## config.mk

```make
export PLATFORM = sky130hd
export DESIGN_NAME = pipeline_skid_reg_flat
export DESIGN_NICKNAME = d
export VERILOG_FILES = /design/src/rtl/pipeline_skid_reg_pkg.sv /design/src/rtl/pipeline_skid_reg_if.sv /design/src/rtl/pipeline_skid_reg_entry.sv /design/src/rtl/pipeline_skid_reg.sv /design/src/flat_wrapper.sv
export SDC_FILE = /design/constraint.sdc
export NUM_CORES = 1
export LEC_CHECK = 0
export BUFFER_PORTS_ARGS = -buffer_cell sky130_fd_sc_hd__clkbuf_2
export CORE_MARGIN = 1
export CORE_UTILIZATION = 45
export DETAILED_ROUTE_END_ITERATION = 16
export GPL_ROUTABILITY_DRIVEN = 1
export PLACE_DENSITY = 0.69
export SLEW_MARGIN = 5
export SYNTH_ARGS = -nofsm -noshare
export SYNTH_HDL_FRONTEND = slang
export SYNTH_HIERARCHICAL = 1
export SYNTH_SLANG_ARGS = --single-unit
```

## constraint.sdc

```tcl
create_clock -name Clk -period 2.2 [get_ports Clk]
set_input_delay 0.44 -clock Clk [delete_from_list [all_inputs] [get_ports Clk]]
set_output_delay 0.44 -clock Clk [all_outputs]
set_load 0.01 [all_outputs]
```

## src/rtl/pipeline_skid_reg_pkg.sv

```systemverilog
// Shared definitions for the pipeline stage registers: state encoding and default widths.
package pipeline_skid_reg_pkg;

    localparam int DEFAULT_DATA_W = 32;
    localparam int DEFAULT_CTRL_W = 17;

    // The encoding doubles as the entry count.
    typedef enum logic [1:0] {
        ST_EMPTY = 2'd0,
        ST_ONE   = 2'd1,
        ST_FULL  = 2'd2
    } skid_state_e;

    function automatic logic [1:0] occupancy_of(input skid_state_e s);
        case (s)
            ST_ONE:  return 2'd1;
            ST_FULL: return 2'd2;
            default: return 2'd0;
        endcase
    endfunction

endpackage

```

## src/rtl/pipeline_skid_reg_if.sv

```systemverilog
// Upstream/downstream handshake bundle for a two-entry skid stage register.
interface pipeline_skid_reg_if
    import pipeline_skid_reg_pkg::*;
#(
    parameter int DATA_W = DEFAULT_DATA_W,
    parameter int CTRL_W = DEFAULT_CTRL_W
) ();

    // Handshake: a word moves on an edge where valid and ready are both high;
    // the sender holds valid and payload stable until that edge, ready never
    // depends on valid in the same cycle, and Flush cancels any transfer.
    logic              InValid;
    logic              InReady;
    logic [DATA_W-1:0] InData;
    logic [CTRL_W-1:0] InCtrl;
    logic              Flush;
    logic              OutValid;
    logic              OutReady;
    logic [DATA_W-1:0] OutData;
    logic [CTRL_W-1:0] OutCtrl;
    logic [1:0]        Occupancy;
    skid_state_e       DbgState;

    modport master (
        output InValid, InData, InCtrl, Flush, OutReady,
        input  InReady, OutValid, OutData, OutCtrl, Occupancy, DbgState
    );

    modport slave (
        input  InValid, InData, InCtrl, Flush, OutReady,
        output InReady, OutValid, OutData, OutCtrl, Occupancy, DbgState
    );

endinterface

```

## src/rtl/pipeline_skid_reg_entry.sv

```systemverilog
// One payload slot of the skid stage: a plain register with load enable, cleared on reset.
module pipe_entry_reg #(
    parameter int W = 49
) (
    input  logic         i_clk,
    input  logic         i_rst,
    input  logic         i_load,
    input  logic [W-1:0] i_d,
    output logic [W-1:0] o_q
);

    logic [W-1:0] r_q;

    always_ff @(negedge i_clk or posedge i_rst) begin
        if (i_rst) begin
            r_q <= '0;
        end else if (i_load) begin
            r_q <= i_d;
        end
    end

    assign o_q = r_q;

endmodule

```

## src/rtl/pipeline_skid_reg.sv

```systemverilog
// Two-entry skid register between pipeline stages; MAIN drives the outputs, SKID
// absorbs the one word that arrives in the cycle downstream stalls.
module pipeline_skid_reg
    import pipeline_skid_reg_pkg::*;
#(
    parameter int                DATA_W      = DEFAULT_DATA_W,
    parameter int                CTRL_W      = DEFAULT_CTRL_W,
    parameter logic [CTRL_W-1:0] BUBBLE_CTRL = '0
) (
    input  logic                 Clk,
    input  logic                 Rst,
    pipeline_skid_reg_if.slave   bus
);

    localparam int ENTRY_W = DATA_W + CTRL_W;

    skid_state_e        r_state;
    skid_state_e        w_state_nxt;
    logic               r_in_ready;
    logic               w_accept;
    logic               w_drain;
    logic               w_out_valid;
    logic               w_main_load;
    logic               w_main_from_skid;
    logic               w_skid_load;
    logic [ENTRY_W-1:0] w_in_entry;
    logic [ENTRY_W-1:0] w_main_d;
    logic [ENTRY_W-1:0] w_main_q;
    logic [ENTRY_W-1:0] w_skid_q;

    assign w_in_entry  = {bus.InData, bus.InCtrl};
    assign w_out_valid = (r_state != ST_EMPTY);
    assign w_accept    = bus.InValid & r_in_ready & ~bus.Flush;
    assign w_drain     = w_out_valid & bus.OutReady;

    always_comb begin
        w_state_nxt      = r_state;
        w_main_load      = 1'b0;
        w_main_from_skid = 1'b0;
        w_skid_load      = 1'b0;
        if (bus.Flush) begin
            w_state_nxt = ST_EMPTY;
        end else begin
            case (r_state)
                ST_EMPTY: begin
                    if (w_accept) begin
                        w_state_nxt = ST_ONE;
                        w_main_load = 1'b1;
                    end
                end
                ST_ONE: begin
                    if (w_accept && w_drain) begin
                        w_main_load = 1'b1;
                    end else if (w_accept) begin
                        w_state_nxt = ST_FULL;
                        w_skid_load = 1'b1;
                    end else if (w_drain) begin
                        w_state_nxt = ST_EMPTY;
                    end
                end
                // InReady is low here, so only a drain can move the state.
                ST_FULL: begin
                    if (w_drain) begin
                        w_state_nxt      = ST_ONE;
                        w_main_load      = 1'b1;
                        w_main_from_skid = 1'b1;
                    end
                end
                default: w_state_nxt = ST_EMPTY;
            endcase
        end
    end

    assign w_main_d = w_main_from_skid ? w_skid_q : w_in_entry;

    always_ff @(negedge Clk or posedge Rst) begin
        if (Rst) begin
            r_state    <= ST_EMPTY;
            r_in_ready <= 1'b0;
        end else begin
            r_state    <= w_state_nxt;
            r_in_ready <= (w_state_nxt != ST_FULL);
        end
    end

    pipe_entry_reg #(.W(ENTRY_W)) u_main (
        .i_clk  (Clk),
        .i_rst  (Rst),
        .i_load (w_main_load),
        .i_d    (w_main_d),
        .o_q    (w_main_q)
    );

    pipe_entry_reg #(.W(ENTRY_W)) u_skid (
        .i_clk  (Clk),
        .i_rst  (Rst),
        .i_load (w_skid_load),
        .i_d    (w_in_entry),
        .o_q    (w_skid_q)
    );

    assign bus.InReady   = r_in_ready;
    assign bus.OutValid  = w_out_valid;
    assign bus.OutData   = w_main_q[ENTRY_W-1:CTRL_W];
    assign bus.OutCtrl   = w_out_valid ? w_main_q[CTRL_W-1:0] : BUBBLE_CTRL;
    assign bus.Occupancy = occupancy_of(r_state);
    assign bus.DbgState  = r_state;

endmodule
```

## src/flat_wrapper.sv

```systemverilog
// flat-port wrapper written by rule: the top's interface ports become plain ports
module pipeline_skid_reg_flat import pipeline_skid_reg_pkg::*;
#(
    parameter int                DATA_W      = DEFAULT_DATA_W,
    parameter int                CTRL_W      = DEFAULT_CTRL_W,
    parameter logic [CTRL_W-1:0] BUBBLE_CTRL = '0
)
  (Clk, Rst, bus_InValid, bus_InData, bus_InCtrl, bus_Flush, bus_OutReady, bus_InReady, bus_OutValid, bus_OutData, bus_OutCtrl, bus_Occupancy, bus_DbgState);
  pipeline_skid_reg_if #(.DATA_W(DATA_W), .CTRL_W(CTRL_W)) bus_i ();
  input  logic Clk;
  input  logic Rst;
  input wire logic [$bits(bus_i.InValid)-1:0] bus_InValid;
  input wire logic [$bits(bus_i.InData)-1:0] bus_InData;
  input wire logic [$bits(bus_i.InCtrl)-1:0] bus_InCtrl;
  input wire logic [$bits(bus_i.Flush)-1:0] bus_Flush;
  input wire logic [$bits(bus_i.OutReady)-1:0] bus_OutReady;
  output wire logic [$bits(bus_i.InReady)-1:0] bus_InReady;
  output wire logic [$bits(bus_i.OutValid)-1:0] bus_OutValid;
  output wire logic [$bits(bus_i.OutData)-1:0] bus_OutData;
  output wire logic [$bits(bus_i.OutCtrl)-1:0] bus_OutCtrl;
  output wire logic [$bits(bus_i.Occupancy)-1:0] bus_Occupancy;
  output wire logic [$bits(bus_i.DbgState)-1:0] bus_DbgState;
  assign bus_i.InValid = bus_InValid;
  assign bus_i.InData = bus_InData;
  assign bus_i.InCtrl = bus_InCtrl;
  assign bus_i.Flush = bus_Flush;
  assign bus_i.OutReady = bus_OutReady;
  assign bus_InReady = bus_i.InReady;
  assign bus_OutValid = bus_i.OutValid;
  assign bus_OutData = bus_i.OutData;
  assign bus_OutCtrl = bus_i.OutCtrl;
  assign bus_Occupancy = bus_i.Occupancy;
  assign bus_DbgState = bus_i.DbgState;
  pipeline_skid_reg #(.DATA_W(DATA_W), .CTRL_W(CTRL_W), .BUBBLE_CTRL(BUBBLE_CTRL)) u_core (.Clk(Clk), .Rst(Rst), .bus(bus_i));
endmodule
```

==> flow_summary.toml, run 1 <==
[cells_and_area]
layout_common_cells = "121 x mux2_4, 101 x dfrtn_1, 74 x clkbuf_2"
multi_input_area_um2 = 2430
final_util_pct = 71.3
layout-drive-gt1-share_pct = 77.5
area_growth_pct = 51.8
fill_cells = 675
register_area_um2 = 2530
final_common_cell = "mux2_4"
stdcell_area_um2 = 7070
n_antenna_cell = 0
nets = 543

[critical_path]
cp_top_family = "flip-flops"
critical_path.cell_chain = "nor2_2 > buf_12 > nor2b_2 > clkbuf_2"
path_max_fanout = 19
reg2reg_to = "u_core/u_main/o_q[25]"
cp_num_buf_inv = 2
cp_data_arrival_time_ns = 2.39
regToRegStartpoint = "u_core/bus.DbgState[0]"
startpoint = "u_core/bus.DbgState[0]"
critPathCapture = "bus_OutCtrl[2]"
setup.worst_path.class = "reg2out"
rrSetupSlack_ns = -0.11
endpoint_kind = "output port"
critical_path_required_ns = 1.76
slowest_stage = "dfrtn_1"
cp-start-kind = "register"
reg2regPathDepth = 10
crit_path_max_incr_delay_ns = 0.43
crit_cells = 4

[timing]
layout_setup_ws_ns = -0.632
setup_viol = 153
rsz0062_at_grt = "yes"
fin_tns_setup_ns = -61.10
worstMarginPinSlew_ns = 0.476
slew_headroom_pct = 68.3
drv_slew = 0
finalHoldViolCount = 0
finClkSkew_ns = 0.00682

[pwr]
p_clk_share_pct = 22.5
p_switching_mw = 1.54
swShare_pct = 26.4
power_density_nw_per_um2 = 826
peakVddDrop_uv = 604
comb_power_share_pct = 31.0
p_seq_share_pct = 46.5
power_leakage_nw = 3.41
power.internal_mw = 4.30

[hold_path]
min_path_type = "reg2reg"

[route]
postRouteAntennaNets = 0
drt_iter0_markers = 106
routed_wl_um = 12400
avgViaCountPerCell = 5.10
drt_pass1_iterations = 5
vias = 3199
route.detailed.drc = 0
wire_per_inst_um = 19.8

[floorplanning]
ios = 109
core-area_um2 = 9910
fp-row-count = 36
dieArea_um2 = 10800
initial_core_util_pct = 47.0
die_w_um = 104
die_y_um = 104

[synthesis]
synth-simple-area-share_pct = 4.00
synthMuxAreaShare_pct = 37.4
synthXorXnorAreaFrac_pct = 0
yosysSeqAreaShare_pct = 54.3
netlist_area_um2 = 4660
syn_avg_cell_area_um2 = 15.4
syn_inst = 303
synth_compound_area_share_pct = 0.779
yosys_warnings = 6
synth_fa_ha_area_share_pct = 0
ys_seq_elements = 101
syn_nets = 357
netlist-cell-type-count = 23
synth_top_family_by_area = "multiplexers"

[grt]
grt.overflow.total = 0
grt_antenna_before_repair = 0
grt_util_all_layers_pct = 24.1
grt_pass1_vias = 3555
grt_max_degree = 27
grt_pass1_wl_um = 19900

[clocking]
cts_tree = "done"
root_buffer = "clkbuf_8"
cts_max_level = 3
clk_pin_slew_ns = 0.06
cts_buffers = 9
cts_num_sinks = 101
ctsHoldBuffers = 0
clk_latency_ns = 0.35
cts.path.max_buffers = 2

[place]
portBuffers = 108
place_congestion = 0.719
placed_area_um2 = 5650
hpwl_um = 6620

[outcome]
outcome = "finished, violations left"
violations = "setup timing"

[run]
maxCapViolations = 0
cell families (layout without fill, tap and decap cells):
kind of cell	Yosys count	in the layout
buf+inv	21	212
compound gates	5	5
flops	101	101
simple gates	28	28
mux	148	148
metal layers:
| layer | track usage, % | wire, µm | vias up |
|---|---|---|---|
| met5 | 0 | 0 | - |
| met4 | 9.49 | 248 | 0 |
| met3 | 5.35 | 491 | 20 |
| met2 | 40.4 | 6380 | 90 |
| met1 | 30.5 | 5300 | 1646 |
| li1 | - | - | 1443 |
worst min path at each step:
stage                           from                     to  depth (start not counted)
2_1_floorplan   u_core/u_main/o_q[0]   u_core/u_main/o_q[0]                          1
3_3_place_gp   u_core/u_main/o_q[10]  u_core/u_main/o_q[10]                          1
3_5_place_dp   u_core/u_skid/o_q[29]  u_core/u_skid/o_q[29]                          1
4_1_cts         u_core/u_main/o_q[0]   u_core/u_main/o_q[0]                          1
5_1_grt         u_core/u_main/o_q[2]   u_core/u_main/o_q[2]                          1
6_report        u_core/u_main/o_q[0]   u_core/u_main/o_q[0]                          1
synthesized netlist by cell type, drive strengths merged:
library cell  count  share of area (%)
clkbuf            1              0.081
a32oi             1               0.19
nor2              1              0.081
nor2b            19                2.6
inv               5               0.40
nor3              1               0.11
o22ai             1               0.13
a21oi             1               0.11
nor3b             1               0.40
buf              15                3.1
dfrtn           101                 54
mux2i             1               0.22
and3b             1               0.19
nand2b            1               0.30
a211o             1               0.19
mux2            147                 37
or2               1               0.13
a211oi            1               0.16
nand2             3               0.24
power groups by stage:
stage,clock network (mW),registers (mW),logic [mW]
floorplan,0,2.71,0.843
global placement,0,2.68,1.30
detailed placement,0,2.71,1.33
CTS,1.35,2.70,1.69
global route,1.42,2.77,1.92
finish,1.32,2.71,1.81
area by class of cell:
type / instances / area share, %
Tap cell: 133 / 2.35
Sequential cell: 101 / 35.8
Multi-Input combinational cell: 181 / 34.4
Inverter: 5 / 0.407
Clock inverter: 5 / 1.19
Clock buffer: 11 / 2.00
Timing Repair Buffer: 191 / 23.9
through the flow:
step,hold WS (ns),setup WS (ns),std cells,power (mW)
after floorplan,0.432,-0.585,303,3.56
after global placement,0.441,-0.756,554,3.97
after detailed placement,0.450,-0.796,554,4.04
after CTS,0.451,-0.651,613,5.74
after global routing,0.466,-0.686,627,6.11
final,0.446,-0.632,627,5.84
registers in the layout (all words and copies together) (netlist names):
register             cells
u_core/bus.InReady       1
u_core/u_main/o_q       49
u_core/u_skid/o_q       49
u_core/bus.DbgState      2
repair_timing:
item,in CTS,in global routing
pin swaps,5,3
setup buffers,30,16
gates cloned,13,1
resized for setup,112,49
setup endpoints to repair,153,153
(Power assumes the default switching activity.)
==> run 2, diff against run 1 <==
--- a/config.mk
+++ b/config.mk
@@ -7,10 +7,10 @@
 export LEC_CHECK = 0
 export BUFFER_PORTS_ARGS = -buffer_cell sky130_fd_sc_hd__clkbuf_2
 export CORE_MARGIN = 1
-export CORE_UTILIZATION = 45
+export CORE_UTILIZATION = 33
 export DETAILED_ROUTE_END_ITERATION = 16
 export GPL_ROUTABILITY_DRIVEN = 1
-export PLACE_DENSITY = 0.69
+export RECOVER_POWER = 25
 export SLEW_MARGIN = 5
 export SYNTH_ARGS = -nofsm -noshare
 export SYNTH_HDL_FRONTEND = slang
==> run 2 against run 1 <==
The flow still finishes with violations (setup timing). Count of clock-buffer cells in the layout decreased by 2. First-iteration DRC count decreased by 36%. Via count decreased by 2.9%. Utilization decreased by 22 points. Final cell count increased by 4.6%. Clock skew decreased by 0.0016 ns. Flip-flop and latch count unchanged. Critical path depth increased by 1.
==> flow_summary.toml, run 2 (same netlist as run 1, synthesis figures left out) <==
[outcome]
outcome = "finished, violations left"
violations = "setup timing"

[critical_path]
endpoint_kind = "output port"
crit_top_cell = "buf_6"
slowest_stage = "dfrtn_1"
cp_top_family = "flip-flops"
reg2regPathDepth = 11
regToRegStartpoint = "u_core/bus.DbgState[0]"
reg2reg_to = "u_core/u_main/o_q[28]"
setup.worst_path.class = "reg2out"
critical_path.cell_chain = "buf_4 > buf_6 > nand2b_4 > inv_4 > buf_6"
cp_num_buf_inv = 4
rrSetupSlack_ns = -0.22
path_max_fanout = 5
cp-start-kind = "register"
cp_data_arrival_time_ns = 2.40
critical_path_required_ns = 1.76
crit_path_max_incr_delay_ns = 0.43

[route]
routed_wl_um = 12200
route.detailed.drc = 0
avgViaCountPerCell = 4.73
drt_iter0_markers = 68
postRouteAntennaNets = 0
vias = 3105
drt_pass1_iterations = 4
wire_per_inst_um = 18.7

[cells_and_area]
final_util_pct = 49.3
layout_common_cells = "101 x dfrtn_1, 87 x mux2_4, 73 x clkbuf_2"
area_growth_pct = 46.3
nets = 525
n_antenna_cell = 0
layout-drive-gt1-share_pct = 74.2
final_common_cell = "dfrtn_1"

[clocking]
cts.path.max_buffers = 2
ctsHoldBuffers = 0
cts_num_sinks = 101
cts_tree = "done"
cts_buffers = 9
cts_max_level = 3
root_buffer = "clkbuf_16"
clk_latency_ns = 0.35
clk_pin_slew_ns = 0.05

[timing]
rsz0062_at_grt = "yes"
slew_headroom_pct = 51.8
drv_slew = 0
setup_viol = 153
finalHoldViolCount = 0
worstMarginPinSlew_ns = 0.724
finClkSkew_ns = 0.00521
layout_setup_ws_ns = -0.642
hold_ws_ns = 0.448

[floorplanning]
initial_core_util_pct = 33.7
dieArea_um2 = 14600
die_w_um = 121
ios = 109
fp-row-count = 43
core-area_um2 = 13800
die_y_um = 121

[pwr]
power_leakage_nw = 3.20
peakVddDrop_uv = 387
power_density_nw_per_um2 = 851

[grt]
grt_max_degree = 42
grt_util_all_layers_pct = 17.7
grt.overflow.total = 0
grt_antenna_before_repair = 0
grt_pass1_wl_um = 19000
grt_pass1_vias = 3355

[run]
maxCapViolations = 0

[hold_path]
hold_path_end = "u_core/u_main/o_q[37]"
min_path_type = "reg2reg"
hold_depth = 1
min_from = "u_core/u_main/o_q[37]"

[place]
place_congestion = 0.692
hpwl_um = 6540
portBuffers = 108
==> run 2: worst max path at each step <==
| stage | startpoint | endpoint | slack (ns) | cells past startpoint |
|---|---|---|---|---|
| global placement | bus_Flush | u_core/u_main/o_q[14] | -0.79 | 5 |
| floorplan | bus_Flush | u_core/u_main/o_q[38] | -0.58 | 5 |
| global route | u_core/bus.DbgState[0] | bus_Occupancy[1] | -0.68 | 5 |
| detailed placement | bus_Flush | u_core/u_main/o_q[18] | -0.79 | 5 |
| CTS | u_core/bus.DbgState[0] | bus_OutCtrl[5] | -0.62 | 4 |
| finish | u_core/bus.DbgState[0] | bus_Occupancy[1] | -0.64 | 5 |
==> run 2: what timing repair did <==
action,CTS,global route
buffers inserted,22,14
endpoints found under the setup margin,153,155
gates resized for setup,68,63
pin swaps,4,4
cloned,11,3
==> run 2: where the power goes <==
group	internal [mW]	switching [mW]	total [mW]
Clock	0.771	0.722	1.49
Sequential	2.43	0.271	2.70
Combinational	1.06	0.550	1.61
Total	4.25	1.54	5.80
==> run 2: stage by stage <==
stage | std cells | power (mW) | TNS (ns) | setup slack (ns) | instance area, µm²
finish | 656 | 5.80 | -58.16 | -0.642 | 6810
global route | 656 | 6.10 | -65.39 | -0.683 | 6810
CTS | 647 | 5.81 | -62.39 | -0.620 | 6700
detailed placement | 598 | 4.03 | -77.88 | -0.791 | 5690
global placement | 598 | 3.98 | -76.29 | -0.786 | 5690
floorplan | 303 | 3.56 | -57.06 | -0.585 | 4780
==> run 2: layout make-up <==
cell class	instances	area, µm²
Multi-Input combinational cell	181	2300
Clock inverter	7	50.0
Timing Repair Buffer	173	1460
Fill cell	1222	7020
Sequential cell	101	2530
Clock buffer	9	225
Inverter	5	23.8
Tap cell	180	225
==> run 2: worst reg2reg max path: stages, from the launching register on <==
cell      delay [ns]
dfrtn_1         0.36
buf_4           0.14
buf_6           0.12
nand2b_4        0.15
buf_4           0.13
buf_4           0.14
nor3b_4         0.17
buf_6           0.16
buf_12          0.14
buf_16          0.14
mux2_2          0.34
mux2_4          0.26
==> run 2: layer usage <==
metal / wire length, µm / part of all wire, % / track usage (%)
met5: 0 / 0 / 0
met4: 195 / 1.6 / 5.32
met3: 515 / 4.2 / 4.58
met2: 5870 / 48 / 29.0
met1: 5660 / 46 / 22.8
==> run 3, diff against run 2 <==
--- a/config.mk
+++ b/config.mk
@@ -14,5 +14,5 @@
 export SLEW_MARGIN = 5
 export SYNTH_ARGS = -nofsm -noshare
 export SYNTH_HDL_FRONTEND = slang
-export SYNTH_HIERARCHICAL = 1
 export SYNTH_SLANG_ARGS = --single-unit
+export TNS_END_PERCENT = 100
==> run 3 against run 2 <==
The flow still finishes with violations (setup timing). Worst setup slack improved by 0.020 ns. Sequential power down 3%. Synthesized cell count grew 28%. Sequential share of layout area is 0.32 points lower. Hold slack better by 0.0023 ns. Design area rose by 0.86%. Count of clock-buffer cells in the layout is 4 higher. Via count increased by 8.5%. Die area decreased by 0.48%. Area after synthesis is 0.48% lower. Combinational power fell by 9%. Critical endpoint is now bus_OutCtrl[7]. Largest cell class unchanged.
==> flow_summary.toml, run 3 <==
[clocking]
cts_max_level = 3
cts_num_sinks = 101
clk_pin_slew_ns = 0.05
cts_tree = "done"
cts_buffers = 9
root_buffer = "clkbuf_16"
cts.path.max_buffers = 2
clk_latency_ns = 0.35
ctsHoldBuffers = 0

[synthesis]
synth.most_common_cell = "dfrtn_1"
netlist-cell-type-count = 23
synth_fa_ha_area_share_pct = 0
synth_top_cell_by_area = "dfrtn_1"
synthXorXnorAreaFrac_pct = 0
synth_top_family_by_area = "multiplexers"
syn_inst = 389
syn_nets = 443
synth_edf_count = 0
yosys_warnings = 0
synth_common_cells = "101 x dfrtn_1, 53 x nor2_1, 50 x a21oi_1, 49 x mux2_2, 49 x mux2i_1"
ys_seq_elements = 101
synthArstFlopShare_pct = 100
synth_compound_area_share_pct = 5.97
synth-simple-area-share_pct = 8.43
yosysSeqAreaShare_pct = 54.6
synth_area_leaders = "dfrtn_1 55%, mux2_2 12%, mux2i_1 11%, buf_4 6.2%, a21oi_1 5.4%"
synthFlopType = "dfrtn_1"
synthMuxAreaShare_pct = 22.5
netlist_area_um2 = 4630
syn_avg_cell_area_um2 = 11.9
netlist.area_leader.share_pct = 54.6

[cells_and_area]
area_growth_pct = 48.3
final_common_cell = "dfrtn_1"
layout_common_cells = "101 x dfrtn_1, 58 x clkbuf_2, 45 x mux2_2"
layout-drive-gt1-share_pct = 60.9
finalNonFillerCells = 708
final_util_pct = 51.1
n_antenna_cell = 0
nets = 581

[grt]
grt.overflow.total = 0
grt_antenna_before_repair = 0
grt_pass1_wl_um = 19200
grt_pass1_vias = 3613
grt_max_degree = 53
grt_util_all_layers_pct = 17.8

[hold_path]
min_path_type = "reg2reg"

[route]
postRouteAntennaNets = 0
avgViaCountPerCell = 4.76
vias = 3369
route.detailed.drc = 0
routed_wl_um = 12200
drt_iter0_markers = 115
wire_per_inst_um = 17.3
drt_pass1_iterations = 5

[place]
portBuffers = 108
hpwl_um = 6580
placed_cells = 640
place_ws_ns = -0.585
place_congestion = 0.718

[timing]
slew_headroom_pct = 50.4
setup_viol = 153
rsz0062_at_grt = "yes"
hold_ws_ns = 0.450
worstMarginPinSlew_ns = 0.744
finalHoldViolCount = 0
fin_tns_setup_ns = -31.90
drv_slew = 0
layout_setup_ws_ns = -0.621
finClkSkew_ns = 0.00408

[critical_path]
cp_data_arrival_time_ns = 2.38
cp-start-kind = "register"
endpoint_kind = "output port"
path_max_fanout = 9
critical_path_required_ns = 1.76
setup.worst_path.class = "reg2out"

[pwr]
power_density_nw_per_um2 = 835
peakVddDrop_uv = 443
power_leakage_nw = 3.02

[floorplanning]
core-area_um2 = 13500
die_y_um = 120
fp-row-count = 42
dieArea_um2 = 14500
initial_core_util_pct = 34.4
ios = 109
die_w_um = 120

[outcome]
outcome = "finished, violations left"
violations = "setup timing"

[run]
maxCapViolations = 0
[run 3: cell count changes after synthesis, moves of 9 or more]
| cell | previous run | this run |
|---|---|---|
| buf_4 | 9 | 38 |
| mux2_4 | 20 | 0 |
| mux2i_1 | 1 | 49 |
| a21oi_1 | 1 | 50 |
| mux2_2 | 117 | 49 |
| buf_2 | 0 | 9 |
| nor2_1 | 1 | 53 |
| mux2_1 | 10 | 0 |
[run 3: final cells by class]
cell class | count | area [µm²]
fillers | 1207 | 6580
clock inverters | 3 | 42.5
clock buffers | 13 | 270
well taps | 176 | 220
repair buffers | 181 | 1680
multi-input cells | 232 | 2110
flip-flops and latches | 101 | 2530
inverters | 2 | 11.3
[run 3: path summary, 6_finish.rpt]
| kind | startpoint | to | slack (ns) | cells after the start |
|---|---|---|---|---|
| hold reg to reg | u_core.u_skid.o_q[48] | u_core.u_skid.o_q[48] | 0.45 | 1 |
| setup / recovery | u_core.bus.DbgState[1] | bus_OutCtrl[7] | -0.62 | 4 |
| min in group asynchronous | Rst | u_core.u_skid.o_q[33] | 1.31 | 3 |
| setup reg to reg | u_core.bus.DbgState[1] | u_core.u_main.o_q[18] | 0.34 | 8 |
| max in group asynchronous | Rst | u_core.u_main.o_q[1] | 0.35 | 3 |
| hold / removal | u_core.u_skid.o_q[48] | u_core.u_skid.o_q[48] | 0.45 | 1 |
[run 3: power breakdown]
group,internal [mW],switching (mW),leakage [nW]
Clock,0.974,0.672,0.152
Sequential,2.36,0.276,1.17
Combinational,0.852,0.606,1.70
[run 3: cells by family (layout without fill, tap and decap cells)]
group,after synthesis,count (layout)
simple gates,81,81
buf+inv,56,199
flops,101,101
mux,98,98
compound gates,53,53
[run 3: routing by layer]
| metal | wire length [µm] | share of wire, % | global-route usage, % |
|---|---|---|---|
| met5 | 0 | 0 | 0 |
| met4 | 246 | 2.0 | 7.18 |
| met1 | 5370 | 44 | 21.8 |
| met3 | 510 | 4.2 | 4.01 |
| met2 | 6110 | 50 | 30.1 |
[run 3: critical path: stages, from the launching register on]
cell,delay (ns)
dfrtn_1,0.46
nor2_4,0.07
buf_12,0.16
nor2b_4,0.11
clkbuf_2,0.13
[run 3: repair_timing]
| action | in CTS | in global routing |
|---|---|---|
| cloned | 17 | 0 |
| pin swaps | 24 | 31 |
| resized for setup | 74 | 97 |
| setup buffers | 30 | 12 |
| setup endpoints to repair | 153 | 153 |
[run 3: metrics by stage]
step	cell area, µm²	power [mW]
floorplan	4910	3.46
global placement	5460	3.64
detailed placement	5460	3.71
CTS	6780	5.67
global route	6870	6.02
finish	6870	5.74
